--- src/rtl/riscv_divider.sv ---
// Iterative radix-2 restoring divider for RV32M DIV/DIVU/REM/REMU.
// One quotient bit per cycle; divide-by-zero and signed overflow bypass the iteration.
module riscv_divider #(
  parameter int unsigned WIDTH = 32
) (
  input  logic             clk,
  input  logic             rst,
  input  logic             start,
  input  logic             kill,
  input  logic [1:0]       div_op,
  input  logic [WIDTH-1:0] a,
  input  logic [WIDTH-1:0] b,
  output logic             busy,
  output logic             valid,
  output logic [WIDTH-1:0] res
);

  localparam int unsigned CW = $clog2(WIDTH + 1);
  localparam logic [WIDTH-1:0] MIN_NEG = {1'b1, {(WIDTH-1){1'b0}}};

  typedef enum logic [1:0] {IDLE, CALC, FIX, DONE} state_t;

  state_t           state, state_next;
  logic [CW-1:0]    cnt;
  logic [WIDTH-1:0] rem_q, quo_q, dvsr_q;
  logic             op_rem, neg_quo, neg_rem;

  logic             is_signed_c, accept_c, div_zero_c, ovf_c, special_c;
  logic             a_neg_c, b_neg_c;
  logic [WIDTH-1:0] a_abs_c, b_abs_c, special_res_c;
  logic [WIDTH:0]   shifted_c, diff_c;

  // Operand decode, special-case detection and the trial subtractor.
  always_comb begin
    is_signed_c   = ~div_op[0];
    accept_c      = (state == IDLE) && start && !kill;
    div_zero_c    = (b == '0);
    ovf_c         = is_signed_c && (a == MIN_NEG) && (b == '1);
    special_c     = div_zero_c || ovf_c;
    a_neg_c       = is_signed_c && a[WIDTH-1];
    b_neg_c       = is_signed_c && b[WIDTH-1];
    a_abs_c       = a_neg_c ? (~a + WIDTH'(1)) : a;
    b_abs_c       = b_neg_c ? (~b + WIDTH'(1)) : b;
    special_res_c = '0;
    if (div_zero_c) special_res_c = div_op[1] ? a : '1;
    else if (ovf_c) special_res_c = div_op[1] ? '0 : MIN_NEG;
    shifted_c     = {rem_q, quo_q[WIDTH-1]};
    diff_c        = shifted_c - {1'b0, dvsr_q};
  end

  always_ff @(posedge clk) begin
    if (rst) state <= IDLE;
    else     state <= state_next;
  end

  always_comb begin
    state_next = state;
    case (state)
      IDLE: if (accept_c) state_next = special_c ? DONE : CALC;
      CALC: if (cnt == CW'(1)) state_next = FIX;
      FIX:  state_next = DONE;
      DONE: state_next = IDLE;
      default: state_next = IDLE;
    endcase
    if (kill && state != IDLE) state_next = IDLE;
  end

  // Datapath and registered outputs; res only moves on accept and on entry to DONE.
  always_ff @(posedge clk) begin
    if (rst) begin
      busy    <= 1'b0;
      valid   <= 1'b0;
      res     <= '0;
      cnt     <= '0;
      rem_q   <= '0;
      quo_q   <= '0;
      dvsr_q  <= '0;
      op_rem  <= 1'b0;
      neg_quo <= 1'b0;
      neg_rem <= 1'b0;
    end else begin
      busy  <= (state_next != IDLE);
      valid <= (state_next == DONE);
      case (state)
        IDLE: if (accept_c) begin
          op_rem  <= div_op[1];
          neg_quo <= a_neg_c ^ b_neg_c;
          neg_rem <= a_neg_c;
          rem_q   <= '0;
          quo_q   <= a_abs_c;
          dvsr_q  <= b_abs_c;
          cnt     <= CW'(WIDTH);
          res     <= special_c ? special_res_c : '0;
        end
        CALC: begin
          cnt <= cnt - CW'(1);
          if (!diff_c[WIDTH]) begin
            rem_q <= diff_c[WIDTH-1:0];
            quo_q <= {quo_q[WIDTH-2:0], 1'b1};
          end else begin
            rem_q <= shifted_c[WIDTH-1:0];
            quo_q <= {quo_q[WIDTH-2:0], 1'b0};
          end
        end
        FIX: if (!kill) begin
          if (op_rem) res <= neg_rem ? (~rem_q + WIDTH'(1)) : rem_q;
          else        res <= neg_quo ? (~quo_q + WIDTH'(1)) : quo_q;
        end
        default: ;
      endcase
    end
  end

endmodule
--- config.mk ---
export PLATFORM = sky130hd
export DESIGN_NAME = riscv_divider
export DESIGN_NICKNAME = d
export VERILOG_FILES = /design/src/rtl/riscv_divider.sv
export SDC_FILE = /design/constraint.sdc
export NUM_CORES = 1
export LEC_CHECK = 0
export CAP_MARGIN = 20
export CELL_PAD_IN_SITES_DETAIL_PLACEMENT = 1
export CELL_PAD_IN_SITES_GLOBAL_PLACEMENT = 1
export CORE_ASPECT_RATIO = 1.25
export CORE_MARGIN = 2
export CORE_UTILIZATION = 40
export DETAILED_ROUTE_END_ITERATION = 8
export PLACE_DENSITY = 0.86
export SLEW_MARGIN = 20
export SYNTH_ARGS = -nofsm -noshare
export SYNTH_HDL_FRONTEND = slang
export SYNTH_SLANG_ARGS = --single-unit
--- constraint.sdc ---
create_clock -name clk -period 4.22 [get_ports clk]
set_input_delay 0.422 -clock clk [delete_from_list [all_inputs] [get_ports clk]]
set_output_delay 0.422 -clock clk [all_outputs]
set_load 0.005 [all_outputs]
==> results.sh, run 1 <==
export IMPL_status="complete, no violations"
export IMPL_grt_max_degree=81
export IMPL_die_y_um=185
export IMPL_min_period_ns=3.70
export IMPL_leakage_nw=4.51
export IMPL_dieArea_mm2=0.0277
export IMPL_post_cts_resized=0
export IMPL_die_w_um=149
export IMPL_min_path_type="flop to flop"
export IMPL_synth_most_common_cell="nand2_1"
export IMPL_clkPwrFrac=0.363
export IMPL_grt_use_total=0.257
export IMPL_fin_skew_ns=0.0182
export IMPL_drt_pass1_iterations=5
export IMPL_hold_buffers=0
export IMPL_cp_cell_sequence="inv_1 > ha_1 > fa_1 > nand2b_1 > a21oi_1 > o21ai_0 > o211ai_1 > a31oi_1 > o311ai_2 > xor2_2 > buf_12 > mux2i_1 > o21ai_0"
export IMPL_cts_tree="done"
export IMPL_ir_worst_vdd_v=0.000201
export IMPL_cpMostUsedCell="o21ai_0"
export IMPL_rsz0062_at_grt="no"
export IMPL_ys_seq_area_frac=0.268
export IMPL_grt_overflow=0
export IMPL_vias=11100
export IMPL_synth_edff_count=0
export IMPL_ys_types=76
export IMPL_initial_utilization=0.406
export IMPL_layout_drive_gt1_share=0.0574
export IMPL_internal_power_w=0.00274
export IMPL_cpMaxStageDelayCell="o311ai_2"
export IMPL_power_switching_w=0.00142
export IMPL_setup_violations=0
export IMPL_insertion_delay_ns=0.44
export IMPL_synth_top_area_cell="dfxtp_1"
export IMPL_drtAntennaViolNets=0
export IMPL_ys_flop_type="dfxtp_1"
export IMPL_fin_crit_sh=0.876
export IMPL_p_seq_frac=0.357
export IMPL_wl_per_cell_um=19.5
export IMPL_cp_start_kind="flop"
export IMPL_cp_arrival_ns=4.01
export IMPL_yosys_warnings=0
export IMPL_syn_area_mm2=0.0105
export IMPL_holdWs_ns=0.451
export IMPL_grt_pass1_vias=11000
export IMPL_place_inst=1790
export IMPL_r2r_slack_ns=0.52
export IMPL_viasPerCell=6.08
export IMPL_io_pins=104
export IMPL_clkTransAtPathRegs_ns=0.06
export IMPL_dpl_hpwl_um=26000
export IMPL_worstSetupPathType="flop to flop"
export IMPL_fmax_ghz=0.271
export IMPL_diodes=0
export IMPL_crit_required_ns=4.53
export IMPL_cp_num_buf_inv=2
export IMPL_syn_area_per_cell_um2=7.45
export IMPL_pwr_share_comb=0.280
export IMPL_swShare=0.340
export IMPL_powerDensity_mw_per_mm2=335
export IMPL_area_growth_syn_to_layout_pct=17.7
export IMPL_cts_setup_buffers=0
export IMPL_synth_common_cells="nand2_1, dfxtp_1, nor2_1, a21oi_1, o21ai_0"
export IMPL_hold_viol=0
export IMPL_cp_top_family="compound AO/OA/AOI/OAI gates"
export IMPL_synthTopCellsByArea="dfxtp_1, xnor2_1, nand2_1"
export IMPL_syn_nets=1524
export IMPL_grt_pass1_wl_um=57300
export IMPL_crit_path_max_fanout=32
export IMPL_place_area_mm2=0.0118
export IMPL_antenna_found_initial=0
export IMPL_stdcell_count=1822
export IMPL_core_mm2=0.0259
export IMPL_numPortBuffers=103
export IMPL_slowest_delay_ns=0.55
export IMPL_cts_max_path_buffers=2
export IMPL_htree_levels=4
export IMPL_drc=0
export IMPL_cts_made_buffers=17
export IMPL_synthArstFlopShare=0
export IMPL_finalPower_w=0.00416
export IMPL_postSynthCellCount=1414
export IMPL_cap_violations=0
export IMPL_finalWeightedCongestion=0.914
export IMPL_relSlewSlack=0.296
export IMPL_drv_slew=0
export IMPL_crit_path_end_kind="flop"
export IMPL_fin_tns_setup_ns=0
export IMPL_final_nets=1579
export IMPL_cts_root_buffer="clkbuf_16"
export IMPL_ys_ff_latch=141
export IMPL_drtIter0Drc=713
export IMPL_cts_sinks=141
export IMPL_fin_area_mm2=0.0124
export IMPL_routed_wl_um=35600
export IMPL_yosysTopAreaCellShare=0.268
export IMPL_row_count=66
export IMPL_tightest_slew_ns=1.05
==> final timing paths <==
kind | startpoint | endpoint | cells after the start
worst max-delay path | quo_q[31] | rem_q[18] | 13
worst max register to register | quo_q[31] | rem_q[18] | 13
worst min register to register | dvsr_q[15] | dvsr_q[15] | 2
worst min-delay path | dvsr_q[15] | dvsr_q[15] | 2
==> registers in the layout, summed over array words and instances (netlist names) <==
register  flops
valid         1
res          32
op_rem        1
quo_q        32
dvsr_q       32
state         2
busy          1
rem_q        32
neg_rem       1
cnt           6
neg_quo       1
==> power groups by stage <==
stage | registers, W | logic, W | clock network [W]
floorplan | 0.00148 | 0.000767 | 0
global placement | 0.00151 | 0.00110 | 0
detailed placement | 0.00151 | 0.00114 | 0
CTS | 0.00148 | 0.00115 | 0.00152
global route | 0.00149 | 0.00127 | 0.00158
finish | 0.00148 | 0.00116 | 0.00151
==> layout make-up <==
type | count | area [um^2]
clock buffers | 18 | 429
clock inverters | 14 | 146
fillers | 3282 | 13500
inverters | 61 | 229
multi-input cells | 1117 | 7080
flip-flops and latches | 141 | 2820
well taps | 340 | 425
repair buffers | 131 | 1260
==> metal layers <==
| layer | part of all wire | track usage | vias to the layer above |
|---|---|---|---|
| met1 | 0.42 | 0.310 | 5382 |
| li1 | - | - | 5255 |
| met4 | 0.035 | 0.106 | 0 |
| met2 | 0.49 | 0.457 | 363 |
| met5 | 0 | 0 | - |
| met3 | 0.052 | 0.0345 | 84 |
==> cell usage in the layout, fill, tap and decap left out, drive strengths merged, types with 6 or more instances in the layout <==
master           n
or4             11
nand2          148
nand4           14
o31ai           32
and3             8
inv             62
a22oi           31
dfxtp          141
or3             22
a31oi           22
nor3            44
nand3           75
clkbuf          18
a211oi          36
xnor2           76
nand2b          21
o21ai           83
clkinvlp         6
clkdlybuf4s50  102
o41ai           11
o311ai           8
a21oi          106
xor2            62
o211ai          19
nor2b           10
nor4            12
buf             29
a21o            17
o221ai           6
ha              39
a311oi          18
nor2           119
==> stage by stage <==
stage	util	worst slack [ns]
after floorplan	-	1.18
after global placement	0.456	0.570
after detailed placement	0.456	0.482
after CTS	0.478	0.548
after global routing	0.478	0.319
final	0.478	0.525
==> cells by family after synthesis <==
kind of cell    after synthesis  synth area share
simple gates                505             0.230
compound gates              430             0.272
buf+inv                     156            0.0638
flops                       141             0.268
xor+xnor                    138             0.115
fa+ha+maj                    40            0.0482
mux                           4           0.00380
==> worst register-to-register path, stage by stage, from the launching register on <==
cell and delay [ns]:
dfxtp_1 0.39, inv_1 0.10, ha_1 0.23, fa_1 0.40
nand2b_1 0.21, a21oi_1 0.23, o21ai_0 0.13, o211ai_1 0.23
a31oi_1 0.30, o311ai_2 0.55, xor2_2 0.22, buf_12 0.21
mux2i_1 0.27, o21ai_0 0.12
(Power assumes the default switching activity.)
==> run 2: changes to the inputs <==
--- a/config.mk
+++ b/config.mk
@@ -5,12 +5,13 @@
 export SDC_FILE = /design/constraint.sdc
 export NUM_CORES = 1
 export LEC_CHECK = 0
-export CAP_MARGIN = 20
+export CAP_MARGIN = 0
 export CELL_PAD_IN_SITES_DETAIL_PLACEMENT = 1
 export CELL_PAD_IN_SITES_GLOBAL_PLACEMENT = 1
 export CORE_ASPECT_RATIO = 1.25
 export CORE_MARGIN = 2
 export CORE_UTILIZATION = 40
+export CTS_CLUSTER_DIAMETER = 80
 export DETAILED_ROUTE_END_ITERATION = 8
 export PLACE_DENSITY = 0.86
 export SLEW_MARGIN = 20
==> results of run 2 <==
No change in the layout: final DEF, timing and power equal those of run 1.
